<file path="src/rtl/uart_tx_fifo.sv">
// uart_tx_fifo: UART transmitter with configurable framing and a write queue.
// Characters are queued in a small FIFO and sent back-to-back; the serial
// line, activity flag and done pulse are all registered.
module uart_tx_fifo #(
  parameter int CLKS_PER_BIT = 87,
  parameter int DATA_BITS    = 8,
  parameter int PARITY       = 0,
  parameter int STOP_BITS    = 1,
  parameter int FIFO_DEPTH   = 4
) (
  input  logic                          i_Clock,
  input  logic                          i_Rst_L,
  input  logic                          i_Tx_DV,
  input  logic [DATA_BITS-1:0]          i_Tx_Byte,
  output logic                          o_Tx_Ready,
  output logic [$clog2(FIFO_DEPTH):0]   o_Fifo_Count,
  output logic                          o_Tx_Active,
  output logic                          o_Tx_Serial,
  output logic                          o_Tx_Done
);

  localparam int CNT_W = $clog2(CLKS_PER_BIT);
  localparam int IDX_W = $clog2(DATA_BITS);
  localparam int AW    = $clog2(FIFO_DEPTH);
  localparam int CW    = AW + 1;

  localparam logic [CNT_W-1:0] LAST_CLK  = CNT_W'(CLKS_PER_BIT - 1);
  localparam logic [IDX_W-1:0] LAST_DATA = IDX_W'(DATA_BITS - 1);
  localparam logic [IDX_W-1:0] LAST_STOP = IDX_W'(STOP_BITS - 1);
  localparam logic [CW-1:0]    FULL_CNT  = CW'(FIFO_DEPTH);

  // Reject configurations the datapath cannot represent.
  if (CLKS_PER_BIT < 2) begin : g_bad_cpb
    $error("uart_tx_fifo: CLKS_PER_BIT must be >= 2");
  end
  if (DATA_BITS < 5 || DATA_BITS > 9) begin : g_bad_data
    $error("uart_tx_fifo: DATA_BITS must be in 5..9");
  end
  if (PARITY < 0 || PARITY > 2) begin : g_bad_parity
    $error("uart_tx_fifo: PARITY must be 0, 1 or 2");
  end
  if (STOP_BITS < 1 || STOP_BITS > 2) begin : g_bad_stop
    $error("uart_tx_fifo: STOP_BITS must be 1 or 2");
  end
  if (FIFO_DEPTH < 2 || (FIFO_DEPTH & (FIFO_DEPTH - 1)) != 0) begin : g_bad_depth
    $error("uart_tx_fifo: FIFO_DEPTH must be a power of 2 and >= 2");
  end

  typedef enum logic [2:0] {
    S_IDLE,
    S_START,
    S_DATA,
    S_PARITY,
    S_STOP
  } state_t;

  // Odd parity makes the total count of ones odd; even makes it even.
  function automatic logic parity_bit(input logic [DATA_BITS-1:0] d);
    return (PARITY == 1) ? ~(^d) : (^d);
  endfunction

  // FIFO storage and control
  logic [DATA_BITS-1:0] r_Mem [FIFO_DEPTH];
  logic [AW-1:0]        r_Wr_Ptr;
  logic [AW-1:0]        r_Rd_Ptr;
  logic [CW-1:0]        r_Count;
  logic                 w_Ready;
  logic                 w_Push;
  logic                 w_Pop;

  // Transmit FSM and datapath
  state_t               r_State;
  state_t               w_State_Next;
  logic [CNT_W-1:0]     r_Clk_Cnt;
  logic [CNT_W-1:0]     w_Clk_Next;
  logic [IDX_W-1:0]     r_Bit_Idx;
  logic [IDX_W-1:0]     w_Bit_Next;
  logic [DATA_BITS-1:0] r_Data;
  logic                 r_Tx_Serial;
  logic                 w_Serial_Next;
  logic                 r_Tx_Active;
  logic                 w_Active_Next;
  logic                 r_Tx_Done;
  logic                 w_Done_Next;
  logic                 w_Bit_End;

  // Ready comes from the registered count, so a full FIFO drops a strobe
  // even when the FSM pops in the same cycle.
  assign w_Ready   = (r_Count < FULL_CNT);
  assign w_Push    = i_Tx_DV & w_Ready;
  assign w_Bit_End = (r_Clk_Cnt == LAST_CLK);

  // FIFO pointers and occupancy count.
  always_ff @(posedge i_Clock) begin
    if (!i_Rst_L) begin
      r_Wr_Ptr <= '0;
      r_Rd_Ptr <= '0;
      r_Count  <= '0;
    end else begin
      if (w_Push) r_Wr_Ptr <= r_Wr_Ptr + AW'(1);
      if (w_Pop)  r_Rd_Ptr <= r_Rd_Ptr + AW'(1);
      case ({w_Push, w_Pop})
        2'b10:   r_Count <= r_Count + CW'(1);
        2'b01:   r_Count <= r_Count - CW'(1);
        default: r_Count <= r_Count;
      endcase
    end
  end

  // FIFO storage write and character latch on pop; data needs no reset.
  always_ff @(posedge i_Clock) begin
    if (w_Push) r_Mem[r_Wr_Ptr] <= i_Tx_Byte;
    if (w_Pop)  r_Data <= r_Mem[r_Rd_Ptr];
  end

  // FSM state, counters and registered line outputs.
  always_ff @(posedge i_Clock) begin
    if (!i_Rst_L) begin
      r_State     <= S_IDLE;
      r_Clk_Cnt   <= '0;
      r_Bit_Idx   <= '0;
      r_Tx_Serial <= 1'b1;
      r_Tx_Active <= 1'b0;
      r_Tx_Done   <= 1'b0;
    end else begin
      r_State     <= w_State_Next;
      r_Clk_Cnt   <= w_Clk_Next;
      r_Bit_Idx   <= w_Bit_Next;
      r_Tx_Serial <= w_Serial_Next;
      r_Tx_Active <= w_Active_Next;
      r_Tx_Done   <= w_Done_Next;
    end
  end

  // Next-state logic; the line value is derived from the next state so the
  // registered output changes on the same edge as the state.
  always_comb begin
    w_State_Next  = r_State;
    w_Clk_Next    = r_Clk_Cnt;
    w_Bit_Next    = r_Bit_Idx;
    w_Pop         = 1'b0;
    w_Done_Next   = 1'b0;
    w_Serial_Next = 1'b1;
    w_Active_Next = 1'b0;

    case (r_State)
      S_IDLE: begin
        w_Clk_Next = '0;
        w_Bit_Next = '0;
        if (r_Count != '0) begin
          w_Pop        = 1'b1;
          w_State_Next = S_START;
        end
      end
      S_START: begin
        if (w_Bit_End) begin
          w_Clk_Next   = '0;
          w_Bit_Next   = '0;
          w_State_Next = S_DATA;
        end else begin
          w_Clk_Next = r_Clk_Cnt + CNT_W'(1);
        end
      end
      S_DATA: begin
        if (w_Bit_End) begin
          w_Clk_Next = '0;
          if (r_Bit_Idx == LAST_DATA) begin
            w_Bit_Next   = '0;
            w_State_Next = (PARITY != 0) ? S_PARITY : S_STOP;
          end else begin
            w_Bit_Next = r_Bit_Idx + IDX_W'(1);
          end
        end else begin
          w_Clk_Next = r_Clk_Cnt + CNT_W'(1);
        end
      end
      S_PARITY: begin
        if (w_Bit_End) begin
          w_Clk_Next   = '0;
          w_Bit_Next   = '0;
          w_State_Next = S_STOP;
        end else begin
          w_Clk_Next = r_Clk_Cnt + CNT_W'(1);
        end
      end
      S_STOP: begin
        if (w_Bit_End) begin
          w_Clk_Next = '0;
          if (r_Bit_Idx == LAST_STOP) begin
            w_Bit_Next  = '0;
            w_Done_Next = 1'b1;
            // Chain straight into the next frame when more data is queued.
            if (r_Count != '0) begin
              w_Pop        = 1'b1;
              w_State_Next = S_START;
            end else begin
              w_State_Next = S_IDLE;
            end
          end else begin
            w_Bit_Next = r_Bit_Idx + IDX_W'(1);
          end
        end else begin
          w_Clk_Next = r_Clk_Cnt + CNT_W'(1);
        end
      end
      default: begin
        w_State_Next = S_IDLE;
        w_Clk_Next   = '0;
        w_Bit_Next   = '0;
      end
    endcase

    case (w_State_Next)
      S_START:  w_Serial_Next = 1'b0;
      S_DATA:   w_Serial_Next = r_Data[w_Bit_Next];
      S_PARITY: w_Serial_Next = parity_bit(r_Data);
      default:  w_Serial_Next = 1'b1;
    endcase
    w_Active_Next = (w_State_Next != S_IDLE);
  end

  assign o_Tx_Ready   = w_Ready;
  assign o_Fifo_Count = r_Count;
  assign o_Tx_Active  = r_Tx_Active;
  assign o_Tx_Serial  = r_Tx_Serial;
  assign o_Tx_Done    = r_Tx_Done;

endmodule
</file>
<file path="config.mk">
export PLATFORM = sky130hd
export DESIGN_NAME = uart_tx_fifo
export DESIGN_NICKNAME = d
export VERILOG_FILES = /design/src/rtl/uart_tx_fifo.sv
export SDC_FILE = /design/constraint.sdc
export NUM_CORES = 1
export LEC_CHECK = 0
export ABC_AREA = 1
export CAP_MARGIN = 20
export CORE_MARGIN = 2
export CORE_UTILIZATION = 67
export DETAILED_ROUTE_END_ITERATION = 7
export DONT_BUFFER_PORTS = 1
export GPL_ROUTABILITY_DRIVEN = 0
export PLACE_DENSITY = 0.82
export SETUP_SLACK_MARGIN = 0.15
export SLEW_MARGIN = 20
export SYNTH_ARGS = -nofsm -noshare
export SYNTH_HDL_FRONTEND = slang
export SYNTH_SLANG_ARGS = --single-unit
export TNS_END_PERCENT = 5
</file>
<file path="constraint.sdc">
create_clock -name i_Clock -period 3.8 [get_ports i_Clock]
set_input_delay 0.19 -clock i_Clock [delete_from_list [all_inputs] [get_ports i_Clock]]
set_output_delay 0.19 -clock i_Clock [all_outputs]
set_load 0.005 [all_outputs]
</file>
==> results of run 1 <==
Yosys cell counts (all sizes together) (4+ instances only):
cell type	n	area share
a21oi	8	0.014
clkbuf	5	0.0064
dfxtp	23	0.16
edfxtp	40	0.41
ha	10	0.043
inv	49	0.063
nand2	40	0.054
nand3	26	0.051
nor2	44	0.072
nor3	6	0.010
o21ai	27	0.046
o22ai	8	0.017
xnor2	6	0.018
xor2	4	0.012
worst max-delay path: cells and delay by family, from the launching register on:
kind / cells / cell delay, ns
AO/OA/AOI/OAI: 4 / 0.50
buffers and inverters: 3 / 0.45
flip-flops: 1 / 0.34
AND/OR/NAND/NOR: 5 / 0.59
adder cells (fa/ha/maj): 3 / 0.75
routing by layer:
layer	part of all wire	global-route usage	wire length, um	vias up
met5	0	0	0	-
met4	0.015	0.120	87	0
met1	0.39	0.265	2230	1015
met3	0.057	0.0880	327	12
li1	-	-	-	1039
met2	0.54	0.467	3090	80
final timing paths:
| kind | start | to | slack [ns] | cells past startpoint |
|---|---|---|---|---|
| worst min register to register | r_Clk_Cnt[0] | r_Clk_Cnt[0] | 0.46 | 1 |
| worst min-delay path | i_Rst_L | o_Fifo_Count[1] | 0.13 | 2 |
| worst max register to register | r_Clk_Cnt[0] | o_Fifo_Count[2] | 1.08 | 15 |
| worst max-delay path | r_Clk_Cnt[0] | o_Fifo_Count[2] | 1.08 | 15 |
timing repair:
item | in CTS | in global routing
hold buffers | 10 | 0
gates resized for setup | 0 | 0
endpoints found under the setup margin | 0 | 0
hold endpoints to repair | 40 | 0
flip-flops by register name, summed over array words and instances (netlist names):
register / cells
r_State: 3
r_Wr_Ptr: 2
o_Fifo_Count: 3
o_Tx_Done: 1
r_Bit_Idx: 3
r_Data: 8
o_Tx_Active: 1
r_Clk_Cnt: 7
r_Mem: 32
o_Tx_Serial: 1
r_Rd_Ptr: 2
kinds of logic after synthesis:
logic type,Yosys count,synth area share
DFF,63,0.571
buffers and inverters,55,0.0709
xor gates and xnor gates,10,0.0301
AOI/OAI and AO/OA,45,0.0816
adders and majority gates,11,0.0498
and+or+nand+nor,120,0.197
through the flow:
stage | hold WS [ns] | area [um2]
after CTS | 0.107 | 3290
final | 0.126 | 3290
after global routing | 0.130 | 3290
after global placement | 0.289 | 2960
after floorplan | 0.289 | 2910
after detailed placement | 0.289 | 2960
layout by cell type, fill, tap and decap left out, types with 2 or more instances in the layout:
cell	instances
sky130_fd_sc_hd__a21oi_1	8
sky130_fd_sc_hd__a31oi_1	2
sky130_fd_sc_hd__bufinv_16	3
sky130_fd_sc_hd__clkbuf_8	9
sky130_fd_sc_hd__clkinv_1	3
sky130_fd_sc_hd__dfxtp_1	23
sky130_fd_sc_hd__dlygate4sd3_1	10
sky130_fd_sc_hd__edfxtp_1	40
sky130_fd_sc_hd__ha_1	10
sky130_fd_sc_hd__inv_1	43
sky130_fd_sc_hd__inv_2	6
sky130_fd_sc_hd__nand2_1	37
sky130_fd_sc_hd__nand2_2	3
sky130_fd_sc_hd__nand3_1	24
sky130_fd_sc_hd__nor2_1	39
sky130_fd_sc_hd__nor2_2	2
sky130_fd_sc_hd__nor2_8	2
sky130_fd_sc_hd__nor3_1	6
sky130_fd_sc_hd__o21ai_0	26
sky130_fd_sc_hd__o22ai_1	8
sky130_fd_sc_hd__xnor2_1	6
sky130_fd_sc_hd__xor2_1	4
report_power, final:
group | internal [W] | switching, W | leakage (nW)
clock | 0.000431 | 0.000253 | 0.118
sequential | 0.000891 | 0.000104 | 0.557
combinational | 0.000213 | 0.000353 | 0.648
total | 0.00154 | 0.000710 | 1.32
final cells by class:
type                            instances  area [um2]  share of cell area
Clock inverter                          7         111              0.0338
Clock buffer                            9         124              0.0376
Multi-Input combinational cell        186        1040               0.317
Sequential cell                        63        1660               0.505
Timing Repair Buffer                   10         100              0.0304
Inverter                               50         188              0.0570
Tap cell                               50        62.6              0.0190
==> qor.json, run 1 <==
{
  "status": "finished, final reports clean",
  "cts_setup_buffers": 0,
  "global_route.overflow_total": 0,
  "die_h_um": 69.9,
  "maximum_number_of_pins_on_one_net_before_global_route_repair": 19,
  "clkTransAtPathRegs_ns": 0.07,
  "crit_path_slowest_cell": "sky130_fd_sc_hd__fa_1",
  "cellLeakagePower_nw": 1.32,
  "setup_total_negative_slack_ns": 0,
  "drt.antenna.violating_nets": 0,
  "io_buffer_count": 0,
  "synthFlopType": "sky130_fd_sc_hd__edfxtp_1",
  "power.density_cell_area_mw_per_mm2": 682,
  "async_reset_ff_frac": 0,
  "io-pin-count": 18,
  "post_synth_inst_count": 304,
  "worst_slack_ns": 1.08,
  "final-instance-count-excl-fill": 375,
  "crit_path_cell_trace": "inv_1, ha_1, nand2_1, nor2_4, nand3_1, nand2_1, nand2_1, inv_1, ha_1, inv_1, fa_1, a21oi_1, o21ai_0, o21ai_0, a21oi_1",
  "floorplan.initialDensity": 0.712,
  "avgViaCountPerCell": 5.72,
  "synth.ff_latch_count": 63,
  "dp_worst_setup_slack_ns": 1.14,
  "drv_slew": 0,
  "cell_row_count": 23,
  "nNetsFinal": 342,
  "synthToLayoutAreaGrowth_pct": 13.0,
  "fin_total_pwr_w": 0.00225,
  "final_min_period_over_clock_period": 0.716,
  "route.detailed.wl_per_inst_um": 15.3,
  "final.min_clock_period_ns": 2.72,
  "antenna-diode-count": 0,
  "wl_um": 5740,
  "grt_pass1_wl_um": 9600,
  "timing.final.hold_violations": 0,
  "hpwl_um": 3420,
  "drive_gt1_frac": 0.0923,
  "timing.slew.headroom": 0.467,
  "syn_area_per_cell_um2": 9.58,
  "vias": 2146,
  "yosysWarningCount": 0,
  "cts_max_level": 3,
  "core_area_mm2": 0.00409,
  "cts_tree": "built",
  "synth_enable_flop_cells": 40,
  "timing.hold.worst.class": "input pin to flop",
  "grt_util_all_layers": 0.257,
  "seq_area_frac_synth": 0.571,
  "clock_latency_ns": 0.33,
  "ctsRootBufferMaster": "sky130_fd_sc_hd__clkbuf_8",
  "critical_path.startpoint_type": "flop",
  "worstMarginPinSlew_ns": 0.796,
  "fmax_ghz": 0.368,
  "detail_route.iter0.violations": 150,
  "crit_path_max_incr_delay_ns": 0.38,
  "antenna_found_initial": 0,
  "finalSetupViolations": 0,
  "synthesis.area_mm2": 0.00291,
  "drv_cap": 0,
  "fp.dieW_um": 69.9,
  "number_of_global_route_vias_before_repair": 2185,
  "drt_drc_violations_left": 0,
  "fill_cells": 254,
  "final_core_utilization": 0.805,
  "worst-setup-path-type": "flop to flop",
  "finClkSkew_ns": 0.0118,
  "worst-endpoint-arrival_ns": 2.94,
  "die_outline_area_mm2": 0.00489,
  "cts.sink_count": 63,
  "cts-buffers-inserted": 9,
  "vdd.ir_drop.worst_mv": 0.629,
  "dp.cells": 349,
  "critical_path.endpoint_type": "flop",
  "clk_path_buf_depth": 2,
  "mappedNetlistNets": 326,
  "yosys.cell_types.count": 29,
  "rsz0062_at_grt": "no",
  "critPathRequiredTime_ns": 4.02,
  "worstPathMaxFanout": 12,
  "drt_first_pass_iters": 4
}
Note: power is estimated with default switching activity, not from simulation.
==> run 2: changes to the inputs <==
--- a/config.mk
+++ b/config.mk
@@ -5,14 +5,14 @@
 export SDC_FILE = /design/constraint.sdc
 export NUM_CORES = 1
 export LEC_CHECK = 0
-export ABC_AREA = 1
+export ABC_AREA = 0
 export CAP_MARGIN = 20
 export CORE_MARGIN = 2
-export CORE_UTILIZATION = 67
+export CORE_UTILIZATION = 56
 export DETAILED_ROUTE_END_ITERATION = 7
 export DONT_BUFFER_PORTS = 1
 export GPL_ROUTABILITY_DRIVEN = 0
-export PLACE_DENSITY = 0.82
+export PLACE_DENSITY = 0.73
 export SETUP_SLACK_MARGIN = 0.15
 export SLEW_MARGIN = 20
 export SYNTH_ARGS = -nofsm -noshare
==> constraint.sdc (replaced) <==
create_clock -name i_Clock -period 2.3 [get_ports i_Clock]
set_input_delay 0.115 -clock i_Clock [delete_from_list [all_inputs] [get_ports i_Clock]]
set_output_delay 0.115 -clock i_Clock [all_outputs]
set_load 0.005 [all_outputs]
==> run 2 against run 1 <==
Compared with the run above: the run now ends with hold timing, setup timing left; utilization decreased by 9.9 points; count of clock-buffer cells in the layout stayed put; via count down 21%; worst hold slack worse by 0.24 ns; critical path depth is 5 lower; setup slack got worse by 1.1 ns; die area grew 14%; synthesized area down 4.3%; clock power rose by 44%; routed wire length is 11% lower; synthesized cell count shrank 33%; cell area increased by 2.0%.
==> qor.json, run 2 <==
{
  "wl_met3": {"value": 217, "unit": "um", "change": "was 327 um"},
  "io-pin-count": {"value": 18, "change": "unchanged"},
  "cts-buffers-inserted": {"value": 9, "change": "unchanged"},
  "final-instance-count-excl-fill": {"value": 313, "change": "was 375"},
  "largest_register": {"value": "r_Mem", "change": "unchanged"},
  "core_area": {"value": 0.00475, "unit": "mm2", "change": "was 0.00409 mm2"},
  "synthToLayoutAreaGrowth": {"value": 20.5, "unit": "%", "change": "was 13.0%"},
  "fp.dieW": {"value": 74.5, "unit": "um", "change": "was 69.9 um"},
  "drv_slew": {"value": 0, "change": "unchanged"},
  "nNetsFinal": {"value": 263, "change": "was 342"},
  "worstPathMaxFanout": {"value": 2, "change": "was 12"},
  "cp_top_family": {"value": "simple AND/OR/NAND/NOR gates", "change": "was adder cells"},
  "drt_first_pass_iters": {"value": 4, "change": "unchanged"},
  "detail_route.iter0.violations": {"value": 96, "change": "was 150"},
  "worstMarginPinSlew": {"value": 0.609, "unit": "ns", "change": "was 0.796 ns"},
  "synth_enable_flop_cells": {"value": 40, "change": "unchanged"},
  "critPathBufInv": {"value": 1, "change": "was 3"},
  "post_synth_inst_count": {"value": 205, "change": "was 304"},
  "amount_of_wire_on_met2_after_detailed_routing": {"value": 2660, "unit": "um", "change": "was 3090 um"},
  "io_buffer_count": {"value": 0, "change": "unchanged"},
  "drt_drc_violations_left": {"value": 0, "change": "unchanged"},
  "synth_largest_area_cell": {"value": "sky130_fd_sc_hd__edfxtp_1", "change": "unchanged"},
  "timing.hold.worst.class": {"value": "input pin to flop", "change": "unchanged"},
  "yosys.cell_types.count": {"value": 41, "change": "was 29"},
  "finClkSkew": {"value": 0.00672, "unit": "ns", "change": "was 0.0118 ns"},
  "vdd.ir_drop.worst": {"value": 0.817, "unit": "mV", "change": "was 0.629 mV"},
  "crit_path_max_incr_delay": {"value": 0.34, "unit": "ns", "change": "was 0.38 ns"},
  "timing.slew.headroom": {"value": 0.591, "change": "was 0.467"},
  "grt_util_all_layers": {"value": 0.212, "change": "was 0.257"},
  "routedLengthMet1": {"value": 2110, "unit": "um", "change": "was 2230 um"},
  "synthFlopType": {"value": "sky130_fd_sc_hd__edfxtp_1", "change": "unchanged"},
  "synth.ff_latch_count": {"value": 63, "change": "unchanged"},
  "synth_top_area_share": {"value": 0.431, "change": "was 0.413"},
  "cellLeakagePower": {"value": 1.19, "unit": "nW", "change": "was 1.32 nW"},
  "yosysWarningCount": {"value": 0, "change": "unchanged"},
  "vias": {"value": 1686, "change": "was 2146"},
  "violations": "hold timing, setup timing",
  "route.detailed.wl_per_inst": {"value": 16.3, "unit": "um", "change": "was 15.3 um"},
  "number_of_global_route_vias_before_repair": {"value": 1796, "change": "was 2185"},
  "critical_path.startpoint_type": {"value": "flop", "change": "unchanged"},
  "synthesis.area": {"value": 0.00279, "unit": "mm2", "change": "was 0.00291 mm2"},
  "maxUsedRoutingLayer": {"value": "met4", "change": "unchanged"},
  "clkTransAtPathRegs": {"value": 0.08, "unit": "ns", "change": "was 0.07 ns"},
  "layout_commonest_cell": {"value": "sky130_fd_sc_hd__edfxtp_1", "change": "was sky130_fd_sc_hd__inv_1"},
  "post-synth-top-count-cell": {"value": "sky130_fd_sc_hd__edfxtp_1", "change": "was sky130_fd_sc_hd__inv_1"},
  "clk_path_buf_depth": {"value": 2, "change": "unchanged"},
  "mappedNetlistNets": {"value": 227, "change": "was 326"},
  "grt_pass1_wl": {"value": 8270, "unit": "um", "change": "was 9600 um"},
  "timing.final.hold_violations": {"value": 9, "change": "was 0"},
  "drv_cap": {"value": 0, "change": "unchanged"},
  "drt.antenna.violating_nets": {"value": 0, "change": "unchanged"},
  "floorplan.initialDensity": {"value": 0.586, "change": "was 0.712"},
  "worst_slack": {"value": -0.0221, "unit": "ns", "change": "was 1.08 ns"},
  "global_route.overflow_total": {"value": 0, "change": "unchanged"},
  "async_reset_ff_frac": {"value": 0, "change": "unchanged"},
  "seq_area_frac_synth": {"value": 0.597, "change": "was 0.571"},
  "syn_area_per_cell": {"value": 13.6, "unit": "um2", "change": "was 9.58 um2"},
  "crit_path_cell_trace": {"value": "and4bb_4, nand3_4, or2_4, a21oi_4, ha_4, inv_2, fa_2, xor2_1, or3_1, a21boi_1", "change": "was inv_1, ha_1, nand2_1, nor2_4, nand3_1, nand2_1, nand2_1, inv_1, ha_1, inv_1, fa_1, a21oi_1, o21ai_0, o21ai_0, a21oi_1"},
  "cts.sink_count": {"value": 63, "change": "unchanged"},
  "die_outline_area": {"value": 0.00555, "unit": "mm2", "change": "was 0.00489 mm2"},
  "leading_cell_types_by_count_after_synthesis": {"value": "sky130_fd_sc_hd__edfxtp_1, sky130_fd_sc_hd__dfxtp_1, sky130_fd_sc_hd__and2_1, sky130_fd_sc_hd__nor2_1, sky130_fd_sc_hd__xnor2_1", "change": "was sky130_fd_sc_hd__inv_1, sky130_fd_sc_hd__edfxtp_1, sky130_fd_sc_hd__nor2_1, sky130_fd_sc_hd__nand2_1, sky130_fd_sc_hd__o21ai_0"},
  "maximum_number_of_pins_on_one_net_before_global_route_repair": {"value": 16, "change": "was 19"},
  "fmax": {"value": 0.431, "unit": "GHz", "change": "was 0.368 GHz"},
  "dp_worst_setup_slack": {"value": -0.0320, "unit": "ns", "change": "was 1.14 ns"},
  "antenna-diode-count": {"value": 0, "change": "unchanged"},
  "final.min_clock_period": {"value": 2.32, "unit": "ns", "change": "was 2.72 ns"},
  "final_min_period_over_clock_period": {"value": 1.01, "change": "was 0.716"},
  "wl": {"value": 5090, "unit": "um", "change": "was 5740 um"},
  "hpwl": {"value": 3430, "unit": "um", "change": "was 3420 um"},
  "avgViaCountPerCell": {"value": 5.39, "change": "was 5.72"},
  "dp.cells": {"value": 283, "change": "was 349"},
  "worst-endpoint-arrival": {"value": 2.60, "unit": "ns", "change": "was 2.94 ns"},
  "finalSetupViolations": {"value": 1, "change": "was 0"},
  "drive_gt1_frac": {"value": 0.240, "change": "was 0.0923"},
  "ctsRootBufferMaster": {"value": "sky130_fd_sc_hd__clkbuf_8", "change": "unchanged"},
  "status": {"value": "complete, but fails checks", "change": "was finished, final reports clean"},
  "clock_latency": {"value": 0.35, "unit": "ns", "change": "was 0.33 ns"},
  "fin_total_pwr": {"value": 0.00364, "unit": "W", "change": "was 0.00225 W"},
  "final.hold.worst_slack": {"value": -0.111, "unit": "ns", "change": "was 0.126 ns"},
  "cell_row_count": {"value": 25, "change": "was 23"},
  "largest_register_ffs": {"value": 32, "change": "unchanged"},
  "cts_hold_buffers": {"value": 13, "change": "was 10"},
  "cts_tree": {"value": "built", "change": "unchanged"},
  "final_cell_mix": {"value": "sky130_fd_sc_hd__edfxtp_1, sky130_fd_sc_hd__dfxtp_1, sky130_fd_sc_hd__buf_4", "change": "was sky130_fd_sc_hd__inv_1, sky130_fd_sc_hd__edfxtp_1, sky130_fd_sc_hd__nor2_1"},
  "critical_path.endpoint_type": {"value": "flop", "change": "unchanged"},
  "worst-setup-path-type": {"value": "flop to flop", "change": "unchanged"},
  "die_h": {"value": 74.5, "unit": "um", "change": "was 69.9 um"},
  "power.density_cell_area": {"value": 1080, "unit": "mW/mm2", "change": "was 682 mW/mm2"},
  "cts_max_level": {"value": 3, "change": "unchanged"},
  "post_synth_main_area_contributors": {"value": "sky130_fd_sc_hd__edfxtp_1, sky130_fd_sc_hd__dfxtp_1, sky130_fd_sc_hd__mux4_2", "change": "was sky130_fd_sc_hd__edfxtp_1, sky130_fd_sc_hd__dfxtp_1, sky130_fd_sc_hd__inv_1"},
  "crit_path_slowest_cell": {"value": "sky130_fd_sc_hd__and4bb_4", "change": "was sky130_fd_sc_hd__fa_1"},
  "rsz0062_at_grt": {"value": "yes", "change": "was no"},
  "critPathRequiredTime": {"value": 2.58, "unit": "ns", "change": "was 4.02 ns"},
  "antenna_found_initial": {"value": 0, "change": "unchanged"},
  "largestRegisters": {"value": "r_Mem (32), r_Data (8), r_Clk_Cnt (7)", "change": "unchanged"}
}
## run 2: cell count changes after synthesis, moves of 8 or more
cell                      change
sky130_fd_sc_hd__and2_1      +12
sky130_fd_sc_hd__o21ai_0     -23
sky130_fd_sc_hd__mux4_2       +8
sky130_fd_sc_hd__nand2_1     -28
sky130_fd_sc_hd__nand3_1     -21
sky130_fd_sc_hd__nor2_1      -26
sky130_fd_sc_hd__inv_1       -32
## run 2: final timing paths
check / startpoint / end / slack, ns / cells past startpoint
hold / removal: i_Rst_L / r_Rd_Ptr[1] / -0.11 / 1
hold reg to reg: r_Clk_Cnt[0] / r_Clk_Cnt[0] / 0.52 / 2
setup reg to reg: r_Clk_Cnt[3] / o_Fifo_Count[2] / -0.02 / 10
setup / recovery: r_Clk_Cnt[3] / o_Fifo_Count[2] / -0.02 / 10
## run 2: final cells by class
cell class	count	area (um2)
Inverter	11	41.3
Fill cell	337	1400
Tap cell	67	83.8
Clock inverter	7	80.1
Timing Repair Buffer	32	273
Sequential cell	63	1660
Multi-Input combinational cell	124	1090
Clock buffer	9	124
## run 2: power by group
group	leakage (nW)	switching (W)	internal, W
clock	0.0968	0.000471	0.000513
sequential	0.557	0.000157	0.00146
combinational	0.531	0.000497	0.000544
## run 2: repair_timing
action / CTS / global route
buffers inserted: 1 / 0
setup endpoints to repair: 3 / 5
gates resized for setup: 2 / 4
pin swaps: 4 / 2
hold endpoints to repair: 46 / 9
## run 2: worst reg2reg max path: stages (launching register included)
cell	delay [ns]
sky130_fd_sc_hd__dfxtp_2	0.32
sky130_fd_sc_hd__and4bb_4	0.34
sky130_fd_sc_hd__nand3_4	0.08
sky130_fd_sc_hd__or2_4	0.25
sky130_fd_sc_hd__a21oi_4	0.16
sky130_fd_sc_hd__ha_4	0.16
sky130_fd_sc_hd__inv_2	0.04
sky130_fd_sc_hd__fa_2	0.32
sky130_fd_sc_hd__xor2_1	0.15
sky130_fd_sc_hd__or3_1	0.31
sky130_fd_sc_hd__a21boi_1	0.13
## run 2: through the flow
stage	utilization	cell area (um2)	TNS [ns]
after floorplan	-	2810	-0.342
after global placement	0.630	3000	0
after detailed placement	0.630	3000	-0.0320
after CTS	0.704	3350	-0.0185
after global routing	0.706	3360	-0.130
final	0.706	3360	-0.0221
## run 2: cells by family after synthesis
| group | after synthesis | share of synthesized area |
|---|---|---|
| AOI/OAI and AO/OA | 21 | 0.0580 |
| DFF | 63 | 0.597 |
| and+or+nand+nor | 59 | 0.122 |
| xor gates and xnor gates | 18 | 0.0566 |
| muxes | 15 | 0.0898 |
| buffers and inverters | 18 | 0.0247 |
| adders and majority gates | 11 | 0.0521 |
## run 2: per-layer routing
layer | up-vias | GRT usage
met4 | 0 | 0.113
met1 | 819 | 0.230
li1 | 813 | -
met3 | 9 | 0.0637
met5 | - | 0
met2 | 45 | 0.372
==> run 3: changes to the inputs <==
--- a/config.mk
+++ b/config.mk
@@ -13,6 +13,7 @@
 export DONT_BUFFER_PORTS = 1
 export GPL_ROUTABILITY_DRIVEN = 0
 export PLACE_DENSITY = 0.73
+export REMOVE_ABC_BUFFERS = 1
 export SETUP_SLACK_MARGIN = 0.15
 export SLEW_MARGIN = 20
 export SYNTH_ARGS = -nofsm -noshare
==> run 3 against run 2 <==
Compared with the run above: the flow finishes with violations (setup timing); count of clock-buffer cells in the layout unchanged; critical endpoint unchanged; die area did not move; largest power group unchanged; total power decreased by 3.4%; global-route usage decreased by 0.61 points; clock power is 13% lower; register-to-register slack lost 0.04 ns; worst hold slack improved by 0.17 ns.
==> qor.json, run 3 (same netlist as run 2, synthesis figures left out) <==
{
  "status": {"value": "complete, but fails checks", "change": "unchanged"},
  "violations": {"value": "setup timing", "change": "was hold timing, setup timing"},
  "drt_drc_violations_left": {"value": 0, "change": "unchanged"},
  "drv_slew": {"value": 0, "change": "unchanged"},
  "largest_register_ffs": {"value": 32, "change": "unchanged"},
  "die_h": {"value": 74.5, "unit": "um", "change": "unchanged"},
  "nNetsFinal": {"value": 268, "change": "was 263"},
  "fin_total_pwr": {"value": 0.00351, "unit": "W", "change": "was 0.00364 W"},
  "critPathBufInv": {"value": 1, "change": "unchanged"},
  "cp_top_family": {"value": "simple AND/OR/NAND/NOR gates", "change": "unchanged"},
  "io-pin-count": {"value": 18, "change": "unchanged"},
  "largestRegisters": {"value": "r_Mem (32), r_Data (8), r_Clk_Cnt (7)", "change": "unchanged"},
  "grt_util_all_layers": {"value": 0.206, "change": "was 0.212"},
  "hpwl": {"value": 3410, "unit": "um", "change": "was 3430 um"},
  "clk_path_buf_depth": {"value": 2, "change": "unchanged"},
  "maximum_number_of_pins_on_one_net_before_global_route_repair": {"value": 16, "change": "unchanged"},
  "timing.slew.headroom": {"value": 0.585, "change": "was 0.591"},
  "timing.hold.worst.class": {"value": "input pin to flop", "change": "unchanged"},
  "die_outline_area": {"value": 0.00555, "unit": "mm2", "change": "unchanged"},
  "grt_pass1_wl": {"value": 8160, "unit": "um", "change": "was 8270 um"},
  "critPathRequiredTime": {"value": 2.57, "unit": "ns", "change": "was 2.58 ns"},
  "worst_slack": {"value": -0.0617, "unit": "ns", "change": "was -0.0221 ns"},
  "timing.hold.worst.start": {"value": "i_Rst_L", "change": "unchanged"},
  "antenna_found_initial": {"value": 0, "change": "unchanged"},
  "cts.sink_count": {"value": 63, "change": "unchanged"},
  "cts_setup_buffers": {"value": 0, "change": "was 1"},
  "synthToLayoutAreaGrowth": {"value": 21.2, "unit": "%", "change": "was 20.5%"},
  "critical_path.endpoint_type": {"value": "flop", "change": "unchanged"},
  "rsz0062_at_grt": {"value": "yes", "change": "unchanged"},
  "setup_total_negative_slack": {"value": -0.0617, "unit": "ns", "change": "was -0.0221 ns"},
  "finClkSkew": {"value": 0.00759, "unit": "ns", "change": "was 0.00672 ns"},
  "critical_path.startpoint": {"value": "r_Clk_Cnt[5]", "change": "was r_Clk_Cnt[3]"},
  "number_of_global_route_vias_before_repair": {"value": 1744, "change": "was 1796"},
  "final_cell_mix": {"value": "sky130_fd_sc_hd__edfxtp_1, sky130_fd_sc_hd__buf_4, sky130_fd_sc_hd__dfxtp_1", "change": "was sky130_fd_sc_hd__edfxtp_1, sky130_fd_sc_hd__dfxtp_1, sky130_fd_sc_hd__buf_4"},
  "crit_path_cell_trace": {"value": "and4bb_4, nand3_4, or2_4, a21oi_4, ha_4, inv_2, fa_2, xor2_1, or3_1, a21boi_2", "change": "was and4bb_4, nand3_4, or2_4, a21oi_4, ha_4, inv_2, fa_2, xor2_1, or3_1, a21boi_1"},
  "crit_path_max_incr_delay": {"value": 0.34, "unit": "ns", "change": "about the same"},
  "critical_path.startpoint_type": {"value": "flop", "change": "unchanged"},
  "floorplan.initialDensity": {"value": 0.586, "change": "unchanged"},
  "layout_commonest_cell": {"value": "sky130_fd_sc_hd__edfxtp_1", "change": "unchanged"},
  "fmax": {"value": 0.423, "unit": "GHz", "change": "was 0.431 GHz"},
  "clkTransAtPathRegs": {"value": 0.07, "unit": "ns", "change": "was 0.08 ns"},
  "power.density_cell_area": {"value": 1040, "unit": "mW/mm2", "change": "was 1080 mW/mm2"},
  "wl": {"value": 4900, "unit": "um", "change": "was 5090 um"},
  "drive_gt1_frac": {"value": 0.263, "change": "was 0.240"},
  "worstMarginPinSlew": {"value": 0.621, "unit": "ns", "change": "was 0.609 ns"},
  "drv_cap": {"value": 0, "change": "unchanged"},
  "cts_tree": {"value": "built", "change": "unchanged"},
  "antenna-diode-count": {"value": 0, "change": "unchanged"},
  "worst_r2r_startpoint": {"value": "r_Clk_Cnt[5]", "change": "was r_Clk_Cnt[3]"},
  "cell_row_count": {"value": 25, "change": "unchanged"},
  "avgViaCountPerCell": {"value": 5.40, "change": "was 5.39"},
  "finalSetupViolations": {"value": 1, "change": "unchanged"},
  "cellLeakagePower": {"value": 1.20, "unit": "nW", "change": "was 1.19 nW"},
  "core_area": {"value": 0.00475, "unit": "mm2", "change": "unchanged"},
  "final_min_period_over_clock_period": {"value": 1.03, "change": "was 1.01"},
  "route.detailed.wl_per_inst": {"value": 15.4, "unit": "um", "change": "was 16.3 um"},
  "drt.antenna.violating_nets": {"value": 0, "change": "unchanged"},
  "io_buffer_count": {"value": 0, "change": "unchanged"},
  "detail_route.iter0.violations": {"value": 57, "change": "was 96"},
  "vdd.ir_drop.worst": {"value": 0.569, "unit": "mV", "change": "was 0.817 mV"},
  "cts_max_level": {"value": 3, "change": "unchanged"},
  "vias": {"value": 1716, "change": "was 1686"},
  "crit_path_slowest_cell": {"value": "sky130_fd_sc_hd__and4bb_4", "change": "unchanged"},
  "cts-buffers-inserted": {"value": 9, "change": "unchanged"},
  "final.min_clock_period": {"value": 2.36, "unit": "ns", "change": "was 2.32 ns"},
  "worst-endpoint-arrival": {"value": 2.63, "unit": "ns", "change": "was 2.60 ns"},
  "drt_first_pass_iters": {"value": 4, "change": "unchanged"},
  "final_core_utilization": {"value": 0.710, "change": "was 0.706"},
  "largest_register": {"value": "r_Mem", "change": "unchanged"},
  "fp.dieW": {"value": 74.5, "unit": "um", "change": "unchanged"},
  "ctsRootBufferMaster": {"value": "sky130_fd_sc_hd__clkbuf_8", "change": "unchanged"},
  "global_route.overflow_total": {"value": 0, "change": "unchanged"},
  "worst-setup-path-type": {"value": "flop to flop", "change": "unchanged"},
  "timing.final.hold_violations": {"value": 0, "change": "was 9"},
  "clock_latency": {"value": 0.34, "unit": "ns", "change": "was 0.35 ns"},
  "worstPathMaxFanout": {"value": 2, "change": "unchanged"}
}
## run 3: worst register-to-register path, stage by stage (launching register included)
cell and delay [ns]:
sky130_fd_sc_hd__dfxtp_2 0.32, sky130_fd_sc_hd__and4bb_4 0.34, sky130_fd_sc_hd__nand3_4 0.07, sky130_fd_sc_hd__or2_4 0.25, sky130_fd_sc_hd__a21oi_4 0.18, sky130_fd_sc_hd__ha_4 0.16
sky130_fd_sc_hd__inv_2 0.04, sky130_fd_sc_hd__fa_2 0.32, sky130_fd_sc_hd__xor2_1 0.15, sky130_fd_sc_hd__or3_1 0.33, sky130_fd_sc_hd__a21boi_2 0.13
## run 3: per-layer routing
layer	wire, um	track usage	part of all wire
met2	2620	0.359	0.54
met4	102	0.107	0.021
met1	2010	0.234	0.41
met5	0	0	0
met3	164	0.0515	0.033
## run 3: worst paths after layout
check	end	slack, ns	cells after the start
worst min-delay path	r_Clk_Cnt[0]	0.06	2
worst max-delay path	o_Fifo_Count[2]	-0.06	10
worst min register to register	r_Clk_Cnt[0]	0.54	2
worst max register to register	o_Fifo_Count[2]	-0.06	10
## run 3: cell type report
cell class | count | area [um2]
Clock buffer | 9 | 124
Clock inverter | 7 | 55.1
Fill cell | 316 | 1380
Inverter | 11 | 41.3
Multi-Input combinational cell | 124 | 1100
Sequential cell | 63 | 1660
Tap cell | 67 | 83.8
Timing Repair Buffer | 37 | 310
## run 3: repair_timing
item	CTS	global route
hold endpoints to repair	47	10
resized for setup	8	7
pin swaps	8	9
hold buffers	13	1
setup endpoints to repair	3	6
## run 3: power by group
group	internal (W)	switching, W
logic	0.000549	0.000496
clock network	0.000401	0.000453
registers	0.00146	0.000157
## run 3: metrics by stage
stage | setup slack, ns | cell area [um2] | hold slack, ns | instances
6_report | -0.0617 | 3380 | 0.0601 | 318
4_1_cts | -0.149 | 3350 | -0.116 | 318
2_1_floorplan | -0.793 | 2760 | 0.214 | 198
5_1_grt | -0.157 | 3380 | 0.0727 | 318
3_5_place_dp | -0.395 | 3020 | 0.214 | 289
3_3_place_gp | -0.191 | 3020 | 0.214 | 289
